$ cat src/rtl/new_task_stream_arbiter.sv
// Round-robin packet arbiter merging per-accelerator new-task streams into one output stream.
// Optional stall watchdog is built when NEW_TASK_ARB_WATCHDOG_EN is defined.
module new_task_stream_arbiter #(
  parameter int NUM_ACCS  = 16,
  parameter int ACC_BITS  = $clog2(NUM_ACCS),
  parameter int WD_CYCLES = 1024
) (
  input  logic                   clk,
  input  logic                   rst,
  input  logic [NUM_ACCS-1:0]    in_tvalid,
  output logic [NUM_ACCS-1:0]    in_tready,
  input  logic [NUM_ACCS*64-1:0] in_tdata,
  input  logic [NUM_ACCS-1:0]    in_tlast,
  input  logic [NUM_ACCS*5-1:0]  in_tdest,
  output logic                   outStream_tvalid,
  input  logic                   outStream_tready,
  output logic [63:0]            outStream_tdata,
  output logic                   outStream_tlast,
  output logic [ACC_BITS-1:0]    outStream_tid,
  output logic [4:0]             outStream_tdest,
  output logic                   wd_error
);

  localparam int BEAT_W = 64 + 1 + 5 + ACC_BITS;
  localparam logic [ACC_BITS-1:0] LAST_ACC = ACC_BITS'(NUM_ACCS - 1);

  typedef enum logic {
    ARB  = 1'b0,
    XFER = 1'b1
  } state_t;

  state_t              state;
  state_t              state_next;
  logic [ACC_BITS-1:0] grant;
  logic [ACC_BITS-1:0] grant_next;
  logic [ACC_BITS-1:0] rr_ptr;
  logic [ACC_BITS-1:0] rr_ptr_next;

  logic                scan_found;
  logic [ACC_BITS-1:0] scan_pick;
  logic [ACC_BITS-1:0] scan_idx;
  int                  scan_sum;

  logic [1:0]          count;
  logic [BEAT_W-1:0]   head_beat;
  logic [BEAT_W-1:0]   tail_beat;
  logic [BEAT_W-1:0]   in_beat;
  logic                pop;
  logic                full;
  logic                beat_ok;
  logic [63:0]         sel_data;
  logic                sel_last;
  logic [4:0]          sel_dest;

  // Round-robin scan starting at rr_ptr, wrapping past the last accelerator.
  always_comb begin
    scan_found = 1'b0;
    scan_pick  = '0;
    scan_idx   = '0;
    scan_sum   = 0;
    for (int k = 0; k < NUM_ACCS; k++) begin
      scan_sum = int'(rr_ptr) + k;
      if (scan_sum >= NUM_ACCS) begin
        scan_sum = scan_sum - NUM_ACCS;
      end
      scan_idx = ACC_BITS'(scan_sum);
      if (!scan_found && in_tvalid[scan_idx]) begin
        scan_found = 1'b1;
        scan_pick  = scan_idx;
      end
    end
  end

  assign sel_data = in_tdata[64*grant +: 64];
  assign sel_last = in_tlast[grant];
  assign sel_dest = in_tdest[5*grant +: 5];
  assign in_beat  = {sel_data, sel_last, sel_dest, grant};

  assign pop     = (count != 2'd0) && outStream_tready;
  assign full    = (count == 2'd2) && !pop;
  assign beat_ok = (state == XFER) && in_tvalid[grant] && !full;

  always_ff @(posedge clk) begin
    if (rst) begin
      state  <= ARB;
      grant  <= '0;
      rr_ptr <= '0;
    end else begin
      state  <= state_next;
      grant  <= grant_next;
      rr_ptr <= rr_ptr_next;
    end
  end

  // Grant is held from the first beat until tlast is accepted; a source going idle never loses it.
  always_comb begin
    state_next  = state;
    grant_next  = grant;
    rr_ptr_next = rr_ptr;
    in_tready   = '0;
    case (state)
      ARB: begin
        if (scan_found) begin
          grant_next = scan_pick;
          state_next = XFER;
        end
      end
      XFER: begin
        in_tready[grant] = !full;
        if (beat_ok && sel_last) begin
          rr_ptr_next = (grant == LAST_ACC) ? '0 : grant + 1'b1;
          state_next  = ARB;
        end
      end
      default: state_next = ARB;
    endcase
  end

  always_ff @(posedge clk) begin
    if (rst) begin
      count <= 2'd0;
    end else begin
      case (count)
        2'd0: begin
          if (beat_ok) count <= 2'd1;
        end
        2'd1: begin
          if (beat_ok && !pop) count <= 2'd2;
          else if (!beat_ok && pop) count <= 2'd0;
        end
        default: begin
          if (pop && !beat_ok) count <= 2'd1;
        end
      endcase
    end
  end

  // Payload registers carry no reset; occupancy alone decides what is valid.
  always_ff @(posedge clk) begin
    case (count)
      2'd0: begin
        if (beat_ok) head_beat <= in_beat;
      end
      2'd1: begin
        if (beat_ok && pop) head_beat <= in_beat;
        else if (beat_ok) tail_beat <= in_beat;
      end
      default: begin
        if (pop) begin
          head_beat <= tail_beat;
          if (beat_ok) tail_beat <= in_beat;
        end
      end
    endcase
  end

  assign outStream_tvalid = (count != 2'd0);
  assign {outStream_tdata, outStream_tlast, outStream_tdest, outStream_tid} = head_beat;

`ifdef NEW_TASK_ARB_WATCHDOG_EN
  localparam int WD_BITS = (WD_CYCLES > 1) ? $clog2(WD_CYCLES) : 1;
  localparam logic [WD_BITS-1:0] WD_LIMIT = WD_BITS'(WD_CYCLES - 1);

  logic [WD_BITS-1:0] wd_count;
  logic               wd_flag;

  // Counts cycles the granted source sits idle; a source blocked by a full buffer is not stalling.
  always_ff @(posedge clk) begin
    if (rst) begin
      wd_count <= '0;
      wd_flag  <= 1'b0;
    end else begin
      if (state != XFER || beat_ok) begin
        wd_count <= '0;
      end else if (!in_tvalid[grant] && wd_count != WD_LIMIT) begin
        wd_count <= wd_count + 1'b1;
      end
      if (state == XFER && wd_count == WD_LIMIT) begin
        wd_flag <= 1'b1;
      end
    end
  end

  assign wd_error = wd_flag;
`else
  assign wd_error = 1'b0;
`endif

endmodule

$ cat config.mk
export PLATFORM = sky130hd
export DESIGN_NAME = new_task_stream_arbiter
export DESIGN_NICKNAME = d
export VERILOG_FILES = /design/src/rtl/new_task_stream_arbiter.sv
export SDC_FILE = /design/constraint.sdc
export NUM_CORES = 1
export LEC_CHECK = 0
export BUFFER_PORTS_ARGS = -buffer_cell sky130_fd_sc_hd__buf_2
export CAP_MARGIN = 20
export CORE_AREA = 2 2 483 485
export CTS_CLUSTER_DIAMETER = 50
export DETAILED_ROUTE_END_ITERATION = 6
export DIE_AREA = 0 0 485 487
export PLACE_DENSITY_LB_ADDON = 0.08
export SYNTH_ARGS = -nofsm -noshare
export SYNTH_HDL_FRONTEND = slang
export SYNTH_SLANG_ARGS = --single-unit
$ cat constraint.sdc
create_clock -name clk -period 25.3 [get_ports clk]
set_input_delay 3.795 -clock clk [delete_from_list [all_inputs] [get_ports clk]]
set_output_delay 3.795 -clock clk [all_outputs]
set_load 0.02 [all_outputs]
**Yosys cells after proc, flatten, opt, wreduce, memory -nomap -nowiden**

Index checks and enable logic that the tools add are counted.

- $mul: 1
- Reduce and logical (&&, ||, !) cells: 52
- Bitwise operators: 3
- $add $sub $neg: 32
- Equality and inequality tests: 7
- $lt $le $gt $ge: 34
- Shift-type cells: 2
- Mux-type cells: 104
- Div/mod/pow operators: 0

Operators with widths:

| cell | count |
|---|---|
| variable part select 1024 x 11 -> 64 bit | 1 |
| 2-to-1 mux 74 bit | 6 |
| one-hot mux 74 bit (2 select lines) | 2 |
| 2-to-1 mux 4 bit | 33 |
| < comparator 4 x 5 -> 1 bit (second input constant) | 17 |
| variable part select 80 x 8 -> 5 bit | 1 |
| greater-or-equal comparator 5 bit (second input constant) | 15 |
| binary-select mux 1 bit (select 4 bit) | 18 |
| subtractor 4 x 1 -> 4 bit (second input constant) | 16 |
| adder 4 x 4 -> 5 bit (second input constant) | 8 |
| 2-to-1 mux 1 bit | 37 |
| logical AND 1 bit | 24 |
| adder 4 x 3 -> 5 bit (second input constant) | 4 |
| logical NOT 1 bit | 18 |
| bitwise AND 16 bit | 1 |
| 2-to-1 mux 16 bit | 1 |
| adder 4 x 2 -> 5 bit (second input constant) | 2 |
| AND reduction 3 bit | 3 |
| 2-to-1 mux 2 bit | 4 |
| multiplier 3 x 4 -> 7 bit (first input constant) | 1 |
| inequality test 2 bit (second input constant) | 3 |
| nonzero test 3 bit | 2 |
| adder 4 x 1 -> 5 bit (second input constant) | 1 |
| greater-or-equal comparator 4 x 5 -> 1 bit (second input constant) | 1 |
| 13 further kinds | 16 |

- Input port bits: 1139
- Flip-flop bits (word level): 159
- Memories kept: 0
- Latch bits: 0
- Memory bits (read-only): 0
- Bits in writable memories: 0
- Output and inout bits: 92

**Longest topological paths before layout**

Gate-level depths: netlist of the first run.

- Word-level depth: 52
- Gate-level depth with buffers: 17
- Mapped depth without buffers: 11

**Worst setup path before layout of the first run**

No wires, ideal clock.

- Path type: in2reg
- Start: input in_tvalid[11]
- End: register tail_beat[0], enable pin
- Path slack: 13.735 ns
- Path buffers: 0
- Required time: 24.681 ns
- Stages on the path: 6
- Arrival time: 10.946 ns
- Library setup time: 0.619 ns
- Cell sequence: mux4_2 -> mux4_2 -> and3_1 -> ha_1 -> or3b_2 -> a21boi_0

- Longest elaborated chain between the ends: 7

RTL lines:

| element | line | RTL |
|---|---|---|
| start, declared | 10 | `input logic [NUM_ACCS-1:0] in_tvalid,` |
| binary-select mux 1 bit (select 4 bit) | 81 | `assign beat_ok = (state == XFER) && in_tvalid[grant] && !full;` |
| 2-to-1 mux 1 bit (implied by the code) | 81 |  |
| logical AND 1 bit (2 in series) | 81 |  |
| logical AND 1 bit | 145 | `if (beat_ok && pop) head_beat <= in_beat;` |
| inequality test 2 bit (no source line) | -- |  |
| AND reduction 3 bit (no source line) | -- |  |
| end signal, assigned | 146 | `else if (beat_ok) tail_beat <= in_beat;` |
| end signal, assigned | 151 | `if (beat_ok) tail_beat <= in_beat;` |
| end, declared | 46 | `logic [BEAT_W-1:0] tail_beat;` |

No other way between the ends. The select of a mux whose other input is x is not followed.
A chain may end at the register's enable or synchronous reset.

**Final worst setup path of the first run**

- Start: input outStream_tready
- End: output in_tready[2]

- Longest elaborated chain between the ends: 6

RTL lines:

| element | line | RTL |
|---|---|---|
| start, declared | 16 | `input logic outStream_tready,` |
| logical AND 1 bit | 79 | `assign pop = (count != 2'd0) && outStream_tready;` |
| logical NOT 1 bit | 80 | `assign full = (count == 2'd2) && !pop;` |
| logical AND 1 bit | 80 |  |
| logical NOT 1 bit | 109 | `in_tready[grant] = !full;` |
| bitwise AND 16 bit (no source line) | -- |  |
| 2-to-1 mux 16 bit | 101 | `case (state)` |
| end, declared | 11 | `output logic [NUM_ACCS-1:0] in_tready,` |

No other way between the ends.

==> metrics.yaml, run 1 <==
power_density_mw_per_mm2: 91.8
setup-tns-final_ns: 0
avgViaCountPerCell: 3.25
drv_slew: 0
cts_resized: 0
cp_max_fo: 4
setup_viol: 0
synth_top_family_by_area: "multiplexers"
yosysTopAreaCell: "mux4_2"
power_leakage_nw: 10.0
synthTopCellsByCount: "388 x mux4_2, 148 x edfxtp_1, 82 x mux2_2"
holdCritPathClass: "flop to flop"
grt_pass1_vias: 18800
synth_compound_area_frac: 0.0429
ios: 1231
ant_nets: 0
cp-end-kind: "output pin"
clock_skew_ns: 0.0114
path_clk_slew_ns: 0.08
drt_iter0_markers: 1055
syn_area_sq_mm: 0.0169
cts_root_buffer: "clkbuf_16"
area_growth_pct: 61.9
cts_tree: "done"
die_height_microns: 487
routed-via-count: 17300
synth_top_area_frac: 0.517
clock_path_buffers: 2
cp_data_required_time_ns: 21.50
groute.usage.overall: 0.116
postSynthCellCount: 1065
cts_sinks: 159
period_minus_slack_ns: 9.00
route.detailed.drc: 0
async_flop_share: 0
ys.flop_type: "edfxtp_1"
fmax_mhz: 111
synth_area_leaders: "mux4_2 52%, edfxtp_1 26%, mux2_2 5.5%"
synth_nets: 2218
yosysSeqAreaShare: 0.276
grt_pass1_wl_microns: 182000
start_util: 0.0730
dr.pass1.iters: 5
synth_edf_count: 148
cp-start-kind: "primary input"
wl_per_cell_microns: 26.7
num_rows: 177
antenna_found_initial: 94
die_w_microns: 485
port_buffers: 1229
max_slew.worst_pin.slew_ns: 0.972
status: "complete, no violations"
synth.most_common_cell: "mux4_2"
ir_drop_mv: 0.0470
synth_xor_area_frac: 0.00467
yosys.area_share.simple: 0.0450
cts_max_level: 4
grt_max_degree: 60
hold_buffers: 0
cts_made_buffers: 17
drt-total-wl_microns: 142000
hpwlAfterDp_microns: 124000
finalPower_mw: 2.51
rsz0062_at_grt: "false"
place.gp.congestion: 0.906
ys_warn_count: 0
hold_violations: 0
arrival_ns: 5.21
clock_latency_ns: 0.54
fin_crit_sh: 0.356
dieArea_sq_mm: 0.236
slew_headroom: 0.352
yosys.area_share.adder: 0.0104
post_cts_buffers: 0
final_layout_size_suffix_gt1_frac: 0.793
grt_overflow: 0
nets: 3382
crit_type: "primary input to output pin"
maxCapViolCount: 0
ys_types: 68
synthMuxAreaShare: 0.590
yosys_register_bits: 159
syn_avg_cell_area_sq_um: 15.9
coreArea_sq_mm: 0.231
==> layout make-up <==
cell class | instances | area (sq um)
multi-input combinational | 775 | 11700
sequential | 159 | 4680
clock inverter | 14 | 176
antenna | 33 | 82.6
clock buffer | 18 | 429
timing repair buffer | 1260 | 6380
fill | 26400 | 204000
inverter | 16 | 65.1
tap | 3043 | 3810
==> sequential cells by signal, summed over array words and instances, names as in the netlist <==
name / flops
state: 1
grant: 4
count: 2
tail_beat: 74
head_beat: 74
rr_ptr: 4
==> kinds of logic (layout without fill, tap and decap cells) <==
logic type,after synthesis,in the layout
muxes,499,499
DFF,159,159
and+or+nand+nor,147,147
buffers and inverters,131,1308
AOI/OAI and AO/OA,105,105
adders and majority gates,14,14
xor gates and xnor gates,9,9
other,1,34
==> cells in the final DEF (no fill, tap or decap), types with 4 or more instances in the layout <==
master	count
nor3_1	8
buf_4	30
mux2_2	82
mux4_2	388
ha_1	14
nand2b_1	4
nor2b_1	9
nand2_1	38
inv_1	13
mux2i_1	28
dfxtp_1	6
o21ai_0	14
xnor2_1	4
o211ai_1	7
inv_6	4
o22ai_1	4
xor2_1	5
dfxtp_4	4
buf_2	1230
nor2_1	36
nand3b_1	5
a21oi_1	27
a211oi_1	8
clkbuf_16	17
nand3_1	16
diode_2	33
or3_1	8
edfxtp_1	148
==> through the flow <==
step / std cells / hold slack [ns] / setup slack (ns) / util / instance area (sq um)
after CTS: 5285 / 0.543 / 16.10 / 0.118 / 27300
after global placement: 5252 / 0.515 / 16.15 / 0.115 / 26700
after detailed placement: 5253 / 0.523 / 16.10 / 0.115 / 26700
final: 5318 / 0.540 / 16.30 / 0.118 / 27300
after floorplan: 1065 / 0.406 / 13.73 / - / 16900
after global routing: 5297 / 0.560 / 16.10 / 0.118 / 27300
==> path summary, 6_finish.rpt <==
kind	startpoint	to	slack [ns]	depth (start not counted)
worst max-delay path	outStream_tready	in_tready[2]	16.30	5
worst min-delay path	tail_beat[2]	head_beat[2]	0.54	2
worst max register to register	rr_ptr[1]	grant[1]	19.48	13
worst min register to register	tail_beat[2]	head_beat[2]	0.54	2
==> power by group <==
group          internal [mW]  total [mW]  switching (mW)
registers              0.410       0.468          0.0584
logic                  0.794        1.75           0.954
clock network          0.149       0.295           0.146
==> per-layer routing <==
layer  share of wire  track usage
met1            0.37        0.127
met2            0.52        0.210
met3           0.076       0.0381
met4           0.027       0.0346
met5          0.0013            0
==> worst max-delay path: stages <==
cell and delay [ns]:
buf_2 0.11, nor2_1 0.06, a211oi_1 0.78, nor2b_1 0.26, buf_2 0.20
Power figures use the tool's default switching activity.
==> inputs of run 2 (changes only) <==
--- a/config.mk
+++ b/config.mk
@@ -5,12 +5,13 @@
 export SDC_FILE = /design/constraint.sdc
 export NUM_CORES = 1
 export LEC_CHECK = 0
+export ABC_AREA = 1
 export BUFFER_PORTS_ARGS = -buffer_cell sky130_fd_sc_hd__buf_2
 export CAP_MARGIN = 20
-export CORE_AREA = 2 2 483 485
+export CORE_AREA = 2 2 476 478
 export CTS_CLUSTER_DIAMETER = 50
 export DETAILED_ROUTE_END_ITERATION = 6
-export DIE_AREA = 0 0 485 487
+export DIE_AREA = 0 0 478 480
 export PLACE_DENSITY_LB_ADDON = 0.08
 export SYNTH_ARGS = -nofsm -noshare
 export SYNTH_HDL_FRONTEND = slang
==> constraint.sdc (replaced) <==
create_clock -name clk -period 8.4 [get_ports clk]
set_input_delay 1.26 -clock clk [delete_from_list [all_inputs] [get_ports clk]]
set_output_delay 1.26 -clock clk [all_outputs]
set_load 0.02 [all_outputs]
==> run 2 against run 1 <==
Net effect: sequential power grew to 3.5 times the previous value; non-clock buffer count grew 16; sequential share of layout area grew 0.23 points; critical endpoint is now head_beat[44]; register-to-register slack lost 16 ns; clock skew grew 0.0032 ns; clock-buffer cell count shrank 1; cell count grew 30%; wire length grew 25%; synthesized cell count grew to 2.7 times the previous value; die area shrank 2.9%; worst hold slack lost 0.027 ns.
==> metrics.yaml, run 2 <==
arrival_ns: 4.96  # was 5.21 ns
antenna_found_initial: 145  # was 94
syn_area_sq_mm: 0.0169  # about the same
holdCritPathClass: "flop to flop"  # unchanged
final_layout_size_suffix_gt1_frac: 0.343  # was 0.793
routed-via-count: 25400  # was 17300
clock_skew_ns: 0.0145  # was 0.0114 ns
timing.rr.end: "head_beat[44]"  # was grant[1]
cp_max_fo: 75  # was 4
synth_edf_count: 148  # unchanged
route.detailed.drc: 0  # unchanged
place.gp.congestion: 0.854  # was 0.906
synth.most_common_cell: "nor2_1"  # was mux4_2
syn_avg_cell_area_sq_um: 5.95  # was 15.9 sq um
cts_resized: 0  # unchanged
grt_pass1_vias: 26100  # was 18800
r2r-start: "grant[0]"  # was rr_ptr[1]
yosysSeqAreaShare: 0.276  # about the same
synthTopCellsByCount: "633 x nor2_1, 626 x nand2_1, 581 x o21ai_0"  # was 388 x mux4_2, 148 x edfxtp_1, 82 x mux2_2
avgViaCountPerCell: 3.68  # was 3.25
cp-end-kind: "flop"  # was output pin
top_regs: "head_beat (74), tail_beat (74)"  # unchanged
start_util: 0.0753  # was 0.0730
maxCapViolCount: 0  # unchanged
path_clk_slew_ns: 0.07  # was 0.08 ns
drt_iter0_markers: 1377  # was 1055
ys.flop_type: "edfxtp_1"  # unchanged
clock_latency_ns: 0.51  # was 0.54 ns
grt_overflow: 0  # unchanged
hold_buffers: 0  # unchanged
rr_worst_depth: 12  # was 13
nets: 5040  # was 3382
hpwlAfterDp_microns: 147000  # was 124000 microns
power_leakage_nw: 11.5  # was 10.0 nW
ios: 1231  # unchanged
dieArea_sq_mm: 0.229  # was 0.236 sq mm
n_fill_cell: 26700  # was 26400
cts_made_buffers: 17  # unchanged
post_cts_buffers: 0  # unchanged
layout_common_cells: "1229 x buf_2, 630 x nor2_1, 626 x nand2_1"  # was 1230 x buf_2, 388 x mux4_2, 148 x edfxtp_1
grt_max_degree: 131  # was 60
async_flop_share: 0  # unchanged
num_rows: 174  # was 177
cp_data_required_time_ns: 8.53  # was 21.50 ns
postSynthCellCount: 2835  # was 1065
ir_drop_mv: 0.154  # was 0.0470 mV
cts_tree: "done"  # unchanged
hold_depth: 2  # unchanged
min_to: "head_beat[20]"  # was head_beat[2]
status: "complete, no violations"  # unchanged
drt-total-wl_microns: 178000  # was 142000 microns
hp-start: "tail_beat[20]"  # was tail_beat[2]
dr.pass1.iters: 5  # unchanged
ys_types: 42  # was 68
yosys_register_bits: 159  # unchanged
clock_path_buffers: 2  # unchanged
synth_top_area_frac: 0.263  # was 0.517
synth_area_leaders: "edfxtp_1 26%, o21ai_0 17%, nor2_1 14%"  # was mux4_2 52%, edfxtp_1 26%, mux2_2 5.5%
fin_crit_sh: 0.575
cp-start-kind: "flop"  # was primary input
setup-tns-final_ns: 0  # unchanged
die_w_microns: 478  # was 485 microns
max_slew.worst_pin.slew_ns: 0.954  # was 0.972 ns
finalPower_mw: 10.1  # was 2.51 mW
fmax_mhz: 207
synth_nets: 3988  # was 2218
mostFrequentLayoutCell: "buf_2"  # unchanged
cts_root_buffer: "clkbuf_16"  # unchanged
hold_violations: 0  # unchanged
wl_per_cell_microns: 25.7  # was 26.7 microns
coreArea_sq_mm: 0.224  # was 0.231 sq mm
die_height_microns: 480  # was 487 microns
yosysTopAreaCell: "edfxtp_1"  # was mux4_2
seqCellArea_sq_mm: 0.00468  # about the same
crit_type: "flop to flop"  # was primary input to output pin
cts_max_level: 4  # unchanged
slew_headroom: 0.360  # was 0.352
cts_sinks: 159  # unchanged
rsz0062_at_grt: "false"  # unchanged
ant_nets: 0  # unchanged
drv_slew: 0  # unchanged
grt_pass1_wl_microns: 233000  # was 182000 microns
multiInputGateArea_sq_mm: 0.0111  # was 0.0117 sq mm
regToRegSetupSlack_ns: 3.57  # was 19.48 ns
power_density_mw_per_mm2: 376  # was 91.8 mW/mm^2
setup_viol: 0  # unchanged
area_growth_pct: 59.7  # was 61.9%
port_buffers: 1229  # unchanged
period_minus_slack_ns: 4.83
groute.usage.overall: 0.147  # was 0.116
ys_warn_count: 0  # unchanged
==> run 2: changes by cell type after synthesis, moves of 139 or more <==
| cell | previous run | this run |
|---|---|---|
| o22ai_1 | 4 | 284 |
| nor2_1 | 36 | 633 |
| clkbuf_1 | 77 | 216 |
| mux4_2 | 388 | 0 |
| nand2_1 | 38 | 626 |
| o21ai_0 | 15 | 581 |
==> run 2: how the worst max path moves through the flow <==
| stage | start | endpoint | slack [ns] | cells past startpoint |
|---|---|---|---|---|
| 2_1_floorplan | in_tvalid[2] | head_beat[0] | 0.62 | 9 |
| 3_3_place_gp | in_tvalid[9] | head_beat[37] | 3.12 | 12 |
| 3_5_place_dp | in_tvalid[9] | head_beat[37] | 3.11 | 12 |
| 4_1_cts | grant[0] | head_beat[44] | 3.40 | 12 |
| 5_1_grt | grant[0] | head_beat[44] | 3.15 | 12 |
| 6_report | grant[0] | head_beat[44] | 3.57 | 12 |
==> run 2: kinds of logic after synthesis <==
kind of cell	synth area share
buf+inv	0.0677
xor+xnor	0.00512
other cells	0.000222
simple gates	0.354
fa+ha+maj	0.0104
compound gates	0.286
flops	0.276
==> run 2: power breakdown <==
group | internal, mW | switching (mW) | leakage, nW
combinational | 1.91 | 5.71 | 9.72
clock | 0.440 | 0.413 | 0.280
sequential | 1.45 | 0.204 | 1.47
==> run 2: layer usage <==
layer,GRT usage,up-vias,share of wire
li1,-,12000,-
met1,0.174,12000,0.41
met2,0.264,1056,0.50
met3,0.0430,258,0.068
met4,0.0258,88,0.019
met5,0,-,0.0032
==> run 2: worst max-delay path, stage by stage, from the launching register on <==
cell and delay, ns:
dfxtp_4 0.54, inv_8 0.40, o21ai_0 0.20, o22ai_1 0.30, nand2_1 0.09, a41oi_1 0.72, nand2_1 0.31, inv_1 0.18
ha_1 0.16, nor2_1 0.06, nor3_2 0.15, buf_4 0.49, buf_4 0.64
==> run 2: cell type report <==
class / instances / share of cell area
clock buffer: 17 / 0.0158
inverter: 54 / 0.00840
tap: 2992 / 0.139
sequential: 159 / 0.173
multi-input combinational: 2379 / 0.412
timing repair buffer: 1276 / 0.243
clock inverter: 15 / 0.00585
antenna: 30 / 0.00278
==> run 2: per-stage QoR <==
step                      std cells  setup slack [ns]  hold WS (ns)   util  area, sq um
final                          6922              3.57         0.513  0.120        27000
after global routing           6907              3.15         0.540  0.120        26900
after CTS                      6892              3.40         0.517  0.120        26900
after detailed placement       6860              3.11         0.505  0.117        26300
after global placement         6860              3.12         0.501  0.117        26300
after floorplan                2835             0.623         0.406      -        16900
==> inputs of run 3 (changes only) <==
==> constraint.sdc (replaced) <==
create_clock -name clk -period 4.6 [get_ports clk]
set_input_delay 0.69 -clock clk [delete_from_list [all_inputs] [get_ports clk]]
set_output_delay 0.69 -clock clk [all_outputs]
set_load 0.02 [all_outputs]
==> run 3 against run 2 <==
Net effect: cell count grew 0.17%; die area stayed put; wire length is 4.7% higher; non-clock buffer count is 15 higher; largest power group unchanged; combinational power rose by 92%.
==> metrics.yaml, run 3 (synthesis results as in run 2) <==
status: "complete, no violations"  # unchanged
dr.pass1.iters: 5  # unchanged
arrival_ns: 3.04  # was 4.96 ns
avgViaCountPerCell: 3.69  # was 3.68
antenna_found_initial: 134  # was 145
slew_headroom: 0.368  # was 0.360
ant_nets: 0  # unchanged
top_regs: "head_beat (74), tail_beat (74)"  # unchanged
nets: 5055  # was 5040
p_seq_frac: 0.157  # was 0.163
setup-tns-final_ns: 0  # unchanged
drt_iter0_markers: 1373  # was 1377
cts_made_buffers: 17  # unchanged
period_minus_slack_ns: 3.73
setup_slack_ns: 0.869  # was 3.57 ns
layout_common_cells: "1229 x buf_2, 630 x nor2_1, 626 x nand2_1"  # unchanged
setup_viol: 0  # unchanged
crit_family: "buffers and inverters"  # unchanged
place.gp.congestion: 0.877  # was 0.854
cp_max_fo: 110  # was 75
path_cells: "buf_4, buf_12, ha_1, nand2_1, nor2_1, buf_2"  # was inv_8, o21ai_0, o22ai_1, nand2_1, a41oi_1, nand2_1, inv_1, ha_1, nor2_1, nor3_2, buf_4, buf_4
start_util: 0.0753  # unchanged
cts_sinks: 159  # unchanged
holdCritPathClass: "primary input to flop"  # was flop to flop
cp_data_required_time_ns: 3.91  # was 8.53 ns
power_leakage_nw: 11.6  # was 11.5 nW
clock_skew_ns: 0.0139  # was 0.0145 ns
cp-end-kind: "output pin"  # was flop
grt_pass1_wl_microns: 240000  # was 233000 microns
port_buffers: 1229  # unchanged
clock_path_buffers: 2  # unchanged
hold_buffers: 0  # unchanged
area_growth_pct: 61.3  # was 59.7%
ios: 1231  # unchanged
crit_type: "flop to output pin"  # was flop to flop
max_slew.worst_pin.slew_ns: 0.938  # was 0.954 ns
place_ws_ns: 0.943  # was 3.11 ns
maxCapViolCount: 0  # unchanged
grt_overflow: 0  # unchanged
power_frac_clock: 0.082  # was 0.084
groute.usage.overall: 0.154  # was 0.147
route.detailed.drc: 0  # unchanged
die_w_microns: 478  # unchanged
cts_tree: "done"  # unchanged
final_layout_size_suffix_gt1_frac: 0.346  # was 0.343
hold_violations: 0  # unchanged
mostFrequentLayoutCell: "buf_2"  # unchanged
p_int_mw: 7.16  # was 3.80 mW
cp-start-kind: "flop"  # unchanged
clock_latency_ns: 0.52  # was 0.51 ns
crit_buf_inv: 3  # was 4
cts_resized: 0  # unchanged
slowest_stage: "dfxtp_4"  # was a41oi_1
p_sw_frac: 0.628  # was 0.625
cts_max_level: 4  # unchanged
pwr-share-comb: 0.761  # was 0.753
power_density_mw_per_mm2: 707  # was 376 mW/mm^2
grt_max_degree: 129  # was 131
wl_per_cell_microns: 26.8  # was 25.7 microns
grt_pass1_vias: 25600  # was 26100
path_clk_slew_ns: 0.08  # was 0.07 ns
drt-total-wl_microns: 186000  # was 178000 microns
drv_slew: 0  # unchanged
num_rows: 174  # unchanged
coreArea_sq_mm: 0.224  # unchanged
post_cts_buffers: 0  # unchanged
cts_root_buffer: "clkbuf_16"  # unchanged
rsz0062_at_grt: "false"  # unchanged
ir_drop_mv: 0.400  # was 0.154 mV
dieArea_sq_mm: 0.229  # unchanged
routed-via-count: 25600  # was 25400
die_height_microns: 480  # unchanged
hpwlAfterDp_microns: 154000  # was 147000 microns
fin_crit_sh: 0.811
slowest_delay_ns: 0.61  # was 0.72 ns
switchingPower_mw: 12.1  # was 6.33 mW
fmax_mhz: 268
==> run 3: path summary, 6_finish.rpt <==
check                                    from             to  slack (ns)  depth (start not counted)
worst max register to register       grant[0]  head_beat[71]        1.06                         11
worst min-delay path                      rst          state        0.47                          2
worst max-delay path                 grant[0]  in_tready[11]        0.87                          6
worst min register to register  tail_beat[66]  head_beat[66]        0.52                          2
==> run 3: worst reg2reg max path: cells and delay by family, from the launching register on <==
kind	cells	cell delay, ns
fa+ha+maj	1	0.15
buf+inv	3	0.85
simple gates	4	0.72
compound gates	3	0.84
flops	1	0.48
==> run 3: cell type report <==
class	count	area [sq um]
Antenna cell	27	67.6
Clock buffer	18	429
Clock inverter	14	156
Fill cell	26700	197000
Inverter	54	226
Multi-Input combinational cell	2379	11100
Sequential cell	159	4680
Tap cell	2992	3740
Timing Repair Buffer	1291	6800
==> run 3: metrics by stage <==
step                      instances  utilization  hold slack [ns]  total power [mW]  cell area (sq um)
final                          6934        0.122            0.471              19.3              27200
after global routing           6925        0.121            0.419              21.0              27200
after CTS                      6907        0.121            0.392              20.1              27200
after detailed placement       6875        0.119            0.504              18.3              26600
after global placement         6875        0.119            0.502              18.5              26600
after floorplan                2835            -            0.406              10.6              16900
==> run 3: metal layers <==
metal / vias up / share of wire / GRT usage
li1: 12000 / - / -
met4: 76 / 0.016 / 0.0226
met5: - / 0.0024 / 0
met2: 1045 / 0.51 / 0.280
met3: 233 / 0.059 / 0.0380
met1: 12200 / 0.41 / 0.184
==> run 3: power groups by stage <==
stage	Combinational (mW)	Sequential, mW	Clock [mW]
5_1_grt	16.1	3.08	1.74
6_report	14.6	3.03	1.58
2_1_floorplan	7.35	3.28	0
4_1_cts	15.3	3.05	1.71
3_5_place_dp	15.3	3.08	0
3_3_place_gp	15.4	3.10	0
